## config.mk

```make
export PLATFORM = sky130hd
export DESIGN_NAME = reg_file_bist
export DESIGN_NICKNAME = d
export VERILOG_FILES = /design/src/rtl/reg_file_bist_pkg.sv /design/src/rtl/reg_file_bist_chk.sv /design/src/rtl/reg_file_bist.sv
export SDC_FILE = /design/constraint.sdc
export NUM_CORES = 1
export LEC_CHECK = 0
export ABC_AREA = 1
export ABC_CLOCK_PERIOD_IN_PS = 2600
export BUFFER_PORTS_ARGS = -buffer_cell sky130_fd_sc_hd__buf_2
export CORE_MARGIN = 2
export CORE_UTILIZATION = 40
export CTS_CLUSTER_SIZE = 25
export DETAILED_ROUTE_END_ITERATION = 12
export PLACE_DENSITY_LB_ADDON = 0.2
export SETUP_SLACK_MARGIN = 0.1
export SLEW_MARGIN = 20
export SYNTH_ARGS = -nofsm -noshare
export SYNTH_HDL_FRONTEND = slang
export SYNTH_SLANG_ARGS = --single-unit
```

## constraint.sdc

```tcl
create_clock -name clk -period 2.6 [get_ports clk]
set_input_delay 0.52 -clock clk [delete_from_list [all_inputs] [get_ports clk]]
set_output_delay 0.52 -clock clk [all_outputs]
set_load 0.01 [all_outputs]
```

## src/rtl/reg_file_bist_pkg.sv

```systemverilog
// -----------------------------------------------------------------------------
// reg_file_bist_pkg
// Shared definitions for the register-file BIST controller:
//   - stateT        : controller FSM state encoding
//   - DEF_ADDR_W    : default register address width
//   - DEF_DATA_W    : default register data width
//   - DEF_PATTERN   : default phase-0 base pattern
//   - EXP_W         : working width of expected(); wide enough for any DATA_W
//                     up to 64 bits, callers cast the result down
//   - expected()    : test value for a given register index and phase
// -----------------------------------------------------------------------------
package reg_file_bist_pkg;

    typedef enum logic [2:0] {
        IDLE   = 3'd0,
        WRITE0 = 3'd1,
        READ0  = 3'd2,
        WRITE1 = 3'd3,
        READ1  = 3'd4,
        DONE   = 3'd5
    } stateT;

    localparam int          DEF_ADDR_W  = 3;
    localparam int          DEF_DATA_W  = 32;
    localparam logic [31:0] DEF_PATTERN = 32'hFF00FF00;
    localparam int          EXP_W       = 64;

    // Phase 0 writes the pattern XORed with the zero-extended index so every
    // register holds a distinct value; phase 1 writes the bitwise inverse so
    // each bit cell is exercised at both polarities.
    function automatic logic [EXP_W-1:0] expected(
        input logic [EXP_W-1:0] pattern,
        input logic [EXP_W-1:0] idx,
        input logic             phase
    );
        logic [EXP_W-1:0] base;
        base = pattern ^ idx;
        return phase ? ~base : base;
    endfunction

endpackage

```

## src/rtl/reg_file_bist_chk.sv

```systemverilog
// -----------------------------------------------------------------------------
// reg_file_bist_chk
// Read-data checker for the register-file BIST.
// Ports:
//   clk       in   system clock
//   reset_n   in   synchronous active-low reset
//   clear     in   start of a new run: clears the error count and fail address
//   cmpEn     in   a read is in progress this cycle; compare rData
//   phase     in   0 = pattern phase, 1 = inverted phase
//   idx       in   register index being read
//   rData     in   register-file read data for idx
//   mismatch  out  combinational: rData differs from the expected value
//   errCnt    out  registered mismatch count, saturating at all-ones
//   failAddr  out  registered index of the first mismatch of the run
// -----------------------------------------------------------------------------
module reg_file_bist_chk
    import reg_file_bist_pkg::*;
#(
    parameter int                ADDR_W  = DEF_ADDR_W,
    parameter int                DATA_W  = DEF_DATA_W,
    parameter logic [DATA_W-1:0] PATTERN = DATA_W'(DEF_PATTERN)
) (
    input  logic              clk,
    input  logic              reset_n,
    input  logic              clear,
    input  logic              cmpEn,
    input  logic              phase,
    input  logic [ADDR_W-1:0] idx,
    input  logic [DATA_W-1:0] rData,
    output logic              mismatch,
    output logic [ADDR_W+1:0] errCnt,
    output logic [ADDR_W-1:0] failAddr
);

    logic [DATA_W-1:0] expData;

    assign expData  = DATA_W'(expected(EXP_W'(PATTERN), EXP_W'(idx), phase));
    assign mismatch = cmpEn && (rData != expData);

    always_ff @(posedge clk) begin
        if (!reset_n) begin
            errCnt   <= '0;
            failAddr <= '0;
        end else if (clear) begin
            errCnt   <= '0;
            failAddr <= '0;
        end else if (mismatch) begin
            // errCnt never wraps back to zero, so zero means "no failure yet".
            if (errCnt == '0) begin
                failAddr <= idx;
            end
            if (errCnt != '1) begin
                errCnt <= errCnt + 1'b1;
            end
        end
    end

endmodule

```

## src/rtl/reg_file_bist.sv

```systemverilog
// -----------------------------------------------------------------------------
// reg_file_bist
// BIST initiator for a register file: fills every register with a pattern,
// reads them back and checks, then repeats with the inverted pattern.
// Optional build macro: REG_FILE_BIST_STOP_ON_FAIL_EN -- when defined, the
// first read mismatch ends the run immediately (straight to DONE).
// Ports:
//   clk        in   system clock
//   reset_n    in   synchronous active-low reset
//   start      in   begin a run (honoured only in IDLE or DONE)
//   we         out  register-file write enable
//   wAddr      out  register-file write address
//   wData      out  register-file write data
//   rAddr      out  register-file read address
//   rData      in   register-file read data (combinational read of rAddr)
//   busy       out  run in progress (WRITE0 .. READ1)
//   done       out  run finished; held until next start or reset
//   pass       out  valid with done: 1 when no mismatch was seen
//   err_cnt    out  saturating mismatch count
//   fail_addr  out  address of the first mismatch (0 if none)
// -----------------------------------------------------------------------------
module reg_file_bist
    import reg_file_bist_pkg::*;
#(
    parameter int                ADDR_W  = DEF_ADDR_W,
    parameter int                DATA_W  = DEF_DATA_W,
    parameter logic [DATA_W-1:0] PATTERN = DATA_W'(DEF_PATTERN)
) (
    input  logic              clk,
    input  logic              reset_n,
    input  logic              start,
    output logic              we,
    output logic [ADDR_W-1:0] wAddr,
    output logic [DATA_W-1:0] wData,
    output logic [ADDR_W-1:0] rAddr,
    input  logic [DATA_W-1:0] rData,
    output logic              busy,
    output logic              done,
    output logic              pass,
    output logic [ADDR_W+1:0] err_cnt,
    output logic [ADDR_W-1:0] fail_addr
);

    localparam logic [ADDR_W-1:0] LAST_IDX = '1;

    stateT             stateReg;
    stateT             stateNext;
    logic [ADDR_W-1:0] idxReg;
    logic [ADDR_W-1:0] idxNext;
    logic              startAccept;
    logic              cmpEn;
    logic              mismatch;
    logic              writingNext;
    logic              readingNext;
    logic              cleanNext;

    assign cmpEn = (stateReg == READ0) || (stateReg == READ1);

    reg_file_bist_chk #(
        .ADDR_W  (ADDR_W),
        .DATA_W  (DATA_W),
        .PATTERN (PATTERN)
    ) chk (
        .clk      (clk),
        .reset_n  (reset_n),
        .clear    (startAccept),
        .cmpEn    (cmpEn),
        .phase    (stateReg == READ1),
        .idx      (idxReg),
        .rData    (rData),
        .mismatch (mismatch),
        .errCnt   (err_cnt),
        .failAddr (fail_addr)
    );

    always_comb begin
        stateNext   = stateReg;
        idxNext     = idxReg;
        startAccept = 1'b0;
        case (stateReg)
            IDLE, DONE: begin
                if (start) begin
                    stateNext   = WRITE0;
                    idxNext     = '0;
                    startAccept = 1'b1;
                end
            end
            WRITE0: begin
                stateNext = (idxReg == LAST_IDX) ? READ0 : WRITE0;
                idxNext   = (idxReg == LAST_IDX) ? '0 : idxReg + 1'b1;
            end
            READ0: begin
                stateNext = (idxReg == LAST_IDX) ? WRITE1 : READ0;
                idxNext   = (idxReg == LAST_IDX) ? '0 : idxReg + 1'b1;
            end
            WRITE1: begin
                stateNext = (idxReg == LAST_IDX) ? READ1 : WRITE1;
                idxNext   = (idxReg == LAST_IDX) ? '0 : idxReg + 1'b1;
            end
            READ1: begin
                stateNext = (idxReg == LAST_IDX) ? DONE : READ1;
                idxNext   = (idxReg == LAST_IDX) ? '0 : idxReg + 1'b1;
            end
            default: begin
                stateNext = IDLE;
                idxNext   = '0;
            end
        endcase
`ifdef REG_FILE_BIST_STOP_ON_FAIL_EN
        if (mismatch) begin
            stateNext = DONE;
            idxNext   = '0;
        end
`endif
    end

    assign writingNext = (stateNext == WRITE0) || (stateNext == WRITE1);
    assign readingNext = (stateNext == READ0) || (stateNext == READ1);
    // The count as it will stand after this edge: nothing seen so far and no
    // mismatch on the compare closing this cycle.
    assign cleanNext   = (err_cnt == '0) && !mismatch;

    // Outputs are registered from the next state/index so they describe the
    // cycle that the edge opens.
    always_ff @(posedge clk) begin
        if (!reset_n) begin
            stateReg <= IDLE;
            idxReg   <= '0;
            we       <= 1'b0;
            wAddr    <= '0;
            wData    <= '0;
            rAddr    <= '0;
            busy     <= 1'b0;
            done     <= 1'b0;
            pass     <= 1'b0;
        end else begin
            stateReg <= stateNext;
            idxReg   <= idxNext;
            we       <= writingNext;
            wAddr    <= writingNext ? idxNext : '0;
            wData    <= writingNext
                        ? DATA_W'(expected(EXP_W'(PATTERN), EXP_W'(idxNext), stateNext == WRITE1))
                        : '0;
            rAddr    <= readingNext ? idxNext : '0;
            busy     <= writingNext || readingNext;
            done     <= (stateNext == DONE);
            pass     <= (stateNext == DONE) && cleanNext;
        end
    end

endmodule

```

==> results of run 1 <==
==> stage by stage <==
| step | instances | hold slack, ps |
|---|---|---|
| 3_5_place_dp | 384 | 503.0 |
| 5_1_grt | 392 | 536.3 |
| 4_1_cts | 392 | 513.1 |
| 6_report | 392 | 506.5 |
| 2_1_floorplan | 276 | 517.1 |
| 3_3_place_gp | 384 | 497.6 |
==> layer usage <==
metal  GRT usage (%)  wire [um]  up-vias
met2           23.75       1676       51
met3           3.889        244        4
li1                -          -      935
met4           6.918         48        0
met5               0          0        -
met1           18.09       1669      705
==> sequential cells by signal, summed over array words and instances (netlist names) <==
signal and flops:
chk.errCnt 5, wData 5, chk.failAddr 3, idxReg 3, rAddr 3, stateReg 3
wAddr 3, busy 1, done 1, pass 1, we 1
==> report_power, final <==
part / switching (mW) / internal [mW] / total, mW
logic: 0.102 / 0.0710 / 0.173
registers: 0.0112 / 0.457 / 0.468
clock network: 0.164 / 0.312 / 0.475
==> worst max-delay path: stages (launching register included) <==
cell and delay, ps:
dfxtp_1 430, ha_1 180, ha_1 190, inv_1 90, o21ai_0 150, and3_1 270, inv_1 120, nand2_2 100
nand3_2 100, nor2_1 100
==> cells in the mapped netlist (all sizes together) <==
cell type | n | share of area [%]
o21ai | 3 | 1.0
a21oi | 5 | 2.1
nand3 | 12 | 5.6
nand3b | 1 | 0.40
and3 | 1 | 0.34
xnor2 | 1 | 0.47
ha | 5 | 3.4
or2 | 3 | 1.0
a22oi | 3 | 1.2
nor4 | 1 | 0.34
nand2 | 74 | 17
nor3 | 1 | 0.54
dfxtp | 29 | 31
nor2 | 60 | 13
inv | 42 | 8.6
a31oi | 1 | 0.67
nand4 | 6 | 2.0
buf | 28 | 11
==> cell type report <==
cell class                 instances  area [sq um]  area share, %
clock buffer                       7         86.33          3.825
clock inverter                     1         30.03          1.330
sequential                        29         580.6          25.72
multi-input combinational        177         914.6          40.52
tap                               52         65.06          2.882
inverter                          42         160.2          7.095
timing repair buffer              84         420.4          18.63
==> worst paths after layout <==
kind,from,endpoint,slack [ps],cells after the start
max,idxReg[0]$_SDFF_PN0_,rAddr[2]$_SDFF_PN0_,790,9
max reg2reg,idxReg[0]$_SDFF_PN0_,rAddr[2]$_SDFF_PN0_,790,9
min,chk.failAddr[1]$_SDFFE_PP0P_,chk.failAddr[1]$_SDFFE_PP0P_,510,4
min reg2reg,chk.failAddr[1]$_SDFFE_PP0P_,chk.failAddr[1]$_SDFFE_PP0P_,510,4
==> logic make-up (layout without fill, tap and decap cells) <==
logic type | count (synthesis) | count (layout) | share of synthesized area, %
AND/OR/NAND/NOR | 159 | 159 | 40.23
XOR/XNOR | 1 | 1 | 0.4702
buffers and inverters | 70 | 134 | 19.74
adder cells (fa/ha/maj) | 5 | 5 | 3.358
AO/OA/AOI/OAI | 12 | 12 | 5.036
flip-flops | 29 | 29 | 31.16
==> results.md, run 1 <==
CTS:
- The count of H-tree levels built during CTS is 2.
- The clock reaches the later pin of the worst-skew pair after 280 ps.
- The clock tree root driver cell is clkbuf_8.
- No sink is reached through more buffers than the 2 on the longest clock path.
- The number of clock buffers inserted by TritonCTS is 5.
- The number of buffers inserted by post-CTS setup repair is 0.
- The clock tree from TritonCTS is yes.
- After clock tree synthesis, the clock-pin slew on the worst setup and hold paths is 60 ps.
- The clock drives 29 sinks.
- The total of hold buffers inserted after clock tree synthesis is 0.
- The post-CTS resize count is 0.

Timing:
- Across the routed clock network, the largest skew measured is 4.529 ps.
- The actual slew at the worst max-slew pin is 616.3 ps.
- Setup repair after global routing left no endpoint under its margin.
- Setup violations remaining at the end of the flow were counted as 0.
- The worst path setup slack after routing is 793.9 ps.
- The final max-slew violation count is 0.
- The worst-case headroom to the max-slew limit is 58.91%.
- Summed over all failing endpoints, the final setup total negative slack is 0 ps.
- The final period utilization is 69.46%.
- The timing-limited maximum frequency is 553.7 MHz.
- The worst path needs 1806 ps of the cycle, external delays included.
- The number of hold violations in the final report is 0.

Layout:
- The net count of the finished layout is 379.
- The filler cell count in the final layout is 456.
- In the layout the commonest cells are buf_2 (84), nand2_1 (65), nor2_1 (57).
- The final design utilization is 51.13%.
- The share of post-route cells with drive strength above 1 is 35.88%.
- The library cell used most frequently in the layout, excluding fill and tap cells, is buf_2.
- Once layout is done, the placed cells without fillers occupy 2257 sq um.
- 0 antenna diodes ended up in the layout.
- The area added between synthesis and finish is 21.15%.

Power and ir drop:
- Dividing total power by cell area gives a power density of 494.6 nW/um^2.
- The overall power after layout is 1.116 mW.
- The standby leakage power is 1.279 nW.
- Across the VDD grid, the largest voltage drop is 0.3059 mV.

Global routing:
- The maximum number of pins on one net before global-route repair is 17.
- Global routing used 14.66% of the available tracks across all layers.
- The via count of the first global-routing pass is 1450.
- The remaining global-route overflow is 0.
- The initial antenna violation count is 0.
- The first global-routing pass estimated 6.003 mm of wire.

Critical path:
- STA classifies the critical path endpoint as a register.
- By startpoint and endpoint, the worst setup path is classified as register to register.
- The data required time at the worst endpoint is 2810 ps.
- For the worst setup path, the data arrival time is 2020 ps.
- The element type at the critical path start is a register.
- The critical-path maximum fanout is 7.

Place:
- Routability-driven placement finished with a final weighted congestion of 0.8029.
- The number of input and output port buffers inserted is 84.
- Detailed placement ended at an HPWL of 2.942 mm.
- The area after detailed placement is 2141 sq um.
- At the placement stage, the worst setup path has a slack of 835.6 ps.

Logic synthesis:
- In this run, distinct cell masters in the synthesized netlist total 29.
- The number of standard cells after synthesis is 276.
- When the netlist entered floorplanning its net count stood at 316.
- The mapped netlist covers 1863 sq um.
- For this run, the number of Yosys warnings is 0.
- The sequential share of the synthesized area is 31.16%.
- The synthesized design contains 29 register bits.
- The mean post-synth cell area is 6.750 sq um.

Drt:
- Across all layers, the routed design uses 1695 vias.
- For this block, the initial DRC count from the detailed router was 34.
- The number of iterations in the first detailed-routing pass is 4.
- The total wirelength of the detailed-routed design is 3.638 mm.
- Using the TritonRoute via totals, the vias-per-cell ratio works out to 4.324.
- Dividing the detail-routed wire length by the instance count gives 9.281 um.
- The post-detailed-route DRC marker count is 0.
- The remaining antenna violation count after routing is 0.

Floorplan:
- The die covers 5219 sq um.
- The floorplan has 24 rows.
- The initial core utilization is 42.21%.
- The floorplan step set the die width to 72.25 um.
- The die is 72.25 um tall.
- The region available for standard cell placement spans 4414 sq um.
- During I/O placement, the number of pins put on the boundary was 85.

Min path:
- The classification of the worst-slack hold path is register to register.

Run:
- The max-capacitance violation count is 0.

Outcome:
- The flow ran to the end, and the final reports show no timing, DRC or antenna violations.
Power figures use the tool's default switching activity.
==> run 2: changes to the inputs <==
ABC_CLOCK_PERIOD_IN_PS = 1800   (was 2600)
clock period = 1.8 ns   (was 2.6 ns; I/O delays follow)
==> run 2 against run 1 <==
  * Cell area grew 2.6%
  * Count of clock-buffer cells in the layout shrank 1
  * Highest routed layer unchanged
  * Global-route usage rose by 0.15 points
  * Largest power group is now sequential cells
  * Maximum frequency increased by 14%
  * Combinational power rose by 58%
  * Critical endpoint is now rAddr[1]$_SDFF_PN0_
  * Routed wire length grew 3.1%
  * Utilization is 1.3 points higher
  * Total power grew 30%
  * Critical path depth is the same
  * Flip-flop and latch count is the same
==> results.md, run 2 (synthesized netlist as in run 1, its figures left out) <==
Drt:
- The total wirelength of the detailed-routed design is 3.750 mm.
- The per-cell via count in the routed design is 4.444.
- After detailed routing, the number of remaining DRC violations is 0.
- The average wire per standard cell is 9.398 um.
- The number of iterations in the first detailed-routing pass is 4.
- The detail route stage leaves a number of antenna-violating nets equal to 0.
- For this block, the initial DRC count from the detailed router was 47.
- Detailed routing inserted a total of 1773 vias.

CTS:
- In this run the post-CTS setup repair buffer count came out at 0.
- The maximum number of buffers from clock root to sink is 2.
- The tree is rooted in a clkbuf_8.
- The number of clock buffers inserted by TritonCTS is 5.
- The number of hold buffers added after CTS was 0.
- The clock tree from TritonCTS is yes.
- The clock edge transition at the registers on the reported setup and hold paths is 60 ps.
- Clock latency on the worst-skew pair, taken at its later pin, is 270 ps.
- In this run the number of H-tree levels came out at 2.
- The tree built by TritonCTS fans out to 29 sinks.

Global routing:
- The via count of the first global-routing pass is 1566.
- The initial antenna violation count came to 0.
- The global-route wire length before repair is 6.196 mm.
- The remaining global-route overflow is 0.
- Global routing consumed, over all layers together, 14.81% of the routing resources.
- Entering global routing, the biggest net connects 17 pins.

Layout:
- At the end of the flow the core is filled with cells to 52.44%.
- The net count of the finished layout is 386.
- Relative to the synthesized area, the layout overhead comes to 24.24%.
- The area used by multi-input combinational logic is 952.2 sq um.
- The most common cell after layout, fill and taps aside is buf_2.
- For this run, the number of standard cells in the final layout without fillers is 399.
- The share of post-route cells with drive strength above 1 is 38.62%.
- The largest registers in the layout are chk.errCnt (5), wData (5).
- The repair_antennas step left the layout with diodes totalling 0.
- The filler cell count in the final layout is 469.
- In the layout the commonest cells are buf_2 (84), nand2_1 (65), nor2_1 (56).
- Across the whole layout, storage elements account for 581.8 sq um.

Timing:
- Setup violations remaining at the end of the flow were counted as 0.
- The final max-slew violation count was 0.
- The setup TNS is 0 ps.
- Setup repair after global routing could not meet its margin everywhere.
- The worst-case headroom to the max-slew limit is 73.60%.
- The timing-limited maximum frequency is 633.4 MHz.
- The number of hold violations in the final report is 0.
- Between clock sinks in the finished design, the worst skew comes to 5.645 ps.
- The actual slew at the worst max-slew pin is 396.1 ps.
- The final-layout worst hold slack is 397.5 ps.
- After layout, the worst path uses 87.71% of the clock period.
- The minimum clock period is 1579 ps.

Critical path:
- For the worst setup path, the data required time is 2020 ps.
- The type of the worst setup path is register to register.
- The arrival time of the worst setup path is 1790 ps.
- The element type at the critical path end is a register.
- The critical-path maximum fanout is 7.
- STA classifies the critical path startpoint as a register.

Floorplan:
- The height of the die is 72.25 um.
- The number of top-level design ports is 85.
- The initial core utilization is 42.21%.
- The floorplan step defined a core boundary enclosing 4414 sq um.
- The die is 72.25 um wide.
- The floorplan has 24 rows.
- The area of the die is 5219 sq um.

Place:
- Routability-driven placement finished with a final weighted congestion of 0.8456.
- Input and output buffers added on the ports amount to 84.
- The HPWL after detailed placement is 3.104 mm.
- Including well taps, the total number of placed cells is 391.

Run:
- The max-capacitance violation count is 0.

Min path:
- The classification of the worst-slack hold path is primary input to register.

Power and ir drop:
- The combinational share of power is 19.0%.
- The standby leakage power is 1.297 nW.
- The fraction of power consumed by sequential logic is 46.6%.
- The design draws 1.447 mW.
- The switching power as a share of total power is 27.87%.
- The clock network burns 34.5% of the power.
- Summed over all nets, the switching power comes to 0.4033 mW.
- The areal power density over the cells is 625.2 nW/um^2.
- The cell-internal power is 1.044 mW.
- The maximum VDD drop is 0.3916 mV.

Outcome:
- The flow ran to the end, and the final reports show no timing, DRC or antenna violations.
-- run 2: per-stage QoR --
step | cell area (sq um) | worst slack [ps]
final | 2315 | 221.3
after detailed placement | 2193 | 120.1
after floorplan | 1863 | 214.7
after global placement | 2193 | 190.6
after global routing | 2315 | 84.34
after CTS | 2276 | 101.6
-- run 2: final timing paths --
check	from	to	slack (ps)	cells after the start
min	reset_n	rAddr[0]$_SDFF_PN0_	400	3
max	idxReg[1]$_SDFF_PN0_	rAddr[1]$_SDFF_PN0_	220	9
min reg2reg	chk.failAddr[1]$_SDFFE_PP0P_	chk.failAddr[1]$_SDFFE_PP0P_	510	4
max reg2reg	idxReg[1]$_SDFF_PN0_	rAddr[1]$_SDFF_PN0_	220	9
-- run 2: layer usage --
| layer | wire, um | GRT usage, % |
|---|---|---|
| met4 | 37 | 5.031 |
| met2 | 1776 | 25.28 |
| met1 | 1690 | 17.83 |
| met3 | 245 | 4.167 |
| met5 | 0 | 0 |
-- run 2: timing repair --
item / in CTS / in global routing
setup endpoints to repair: 0 / 15
gates resized for setup: 0 / 10
hold endpoints to repair: 0 / 0
-- run 2: layout make-up --
| cell class | count | area share, % |
|---|---|---|
| inverter | 42 | 6.919 |
| clock inverter | 2 | 0.4324 |
| clock buffer | 6 | 3.135 |
| multi-input combinational | 177 | 41.14 |
| tap | 52 | 2.811 |
| sequential | 29 | 25.14 |
| timing repair buffer | 91 | 20.43 |
-- run 2: worst max-delay path, stage by stage (launching register included) --
cell and delay [ps]:
dfxtp_2 360, ha_1 160, ha_2 180, inv_1 70
o21ai_0 150, and3_4 240, inv_1 90, nand2_2 110
nand3_4 90, nor2_1 90
-- run 2: power groups by stage --
stage / Clock, mW / Sequential, mW / Combinational, mW
detailed placement: 0 / 0.689 / 0.268
floorplan: 0 / 0.698 / 0.183
global route: 0.538 / 0.677 / 0.311
CTS: 0.518 / 0.674 / 0.269
global placement: 0 / 0.688 / 0.266
finish: 0.499 / 0.674 / 0.274
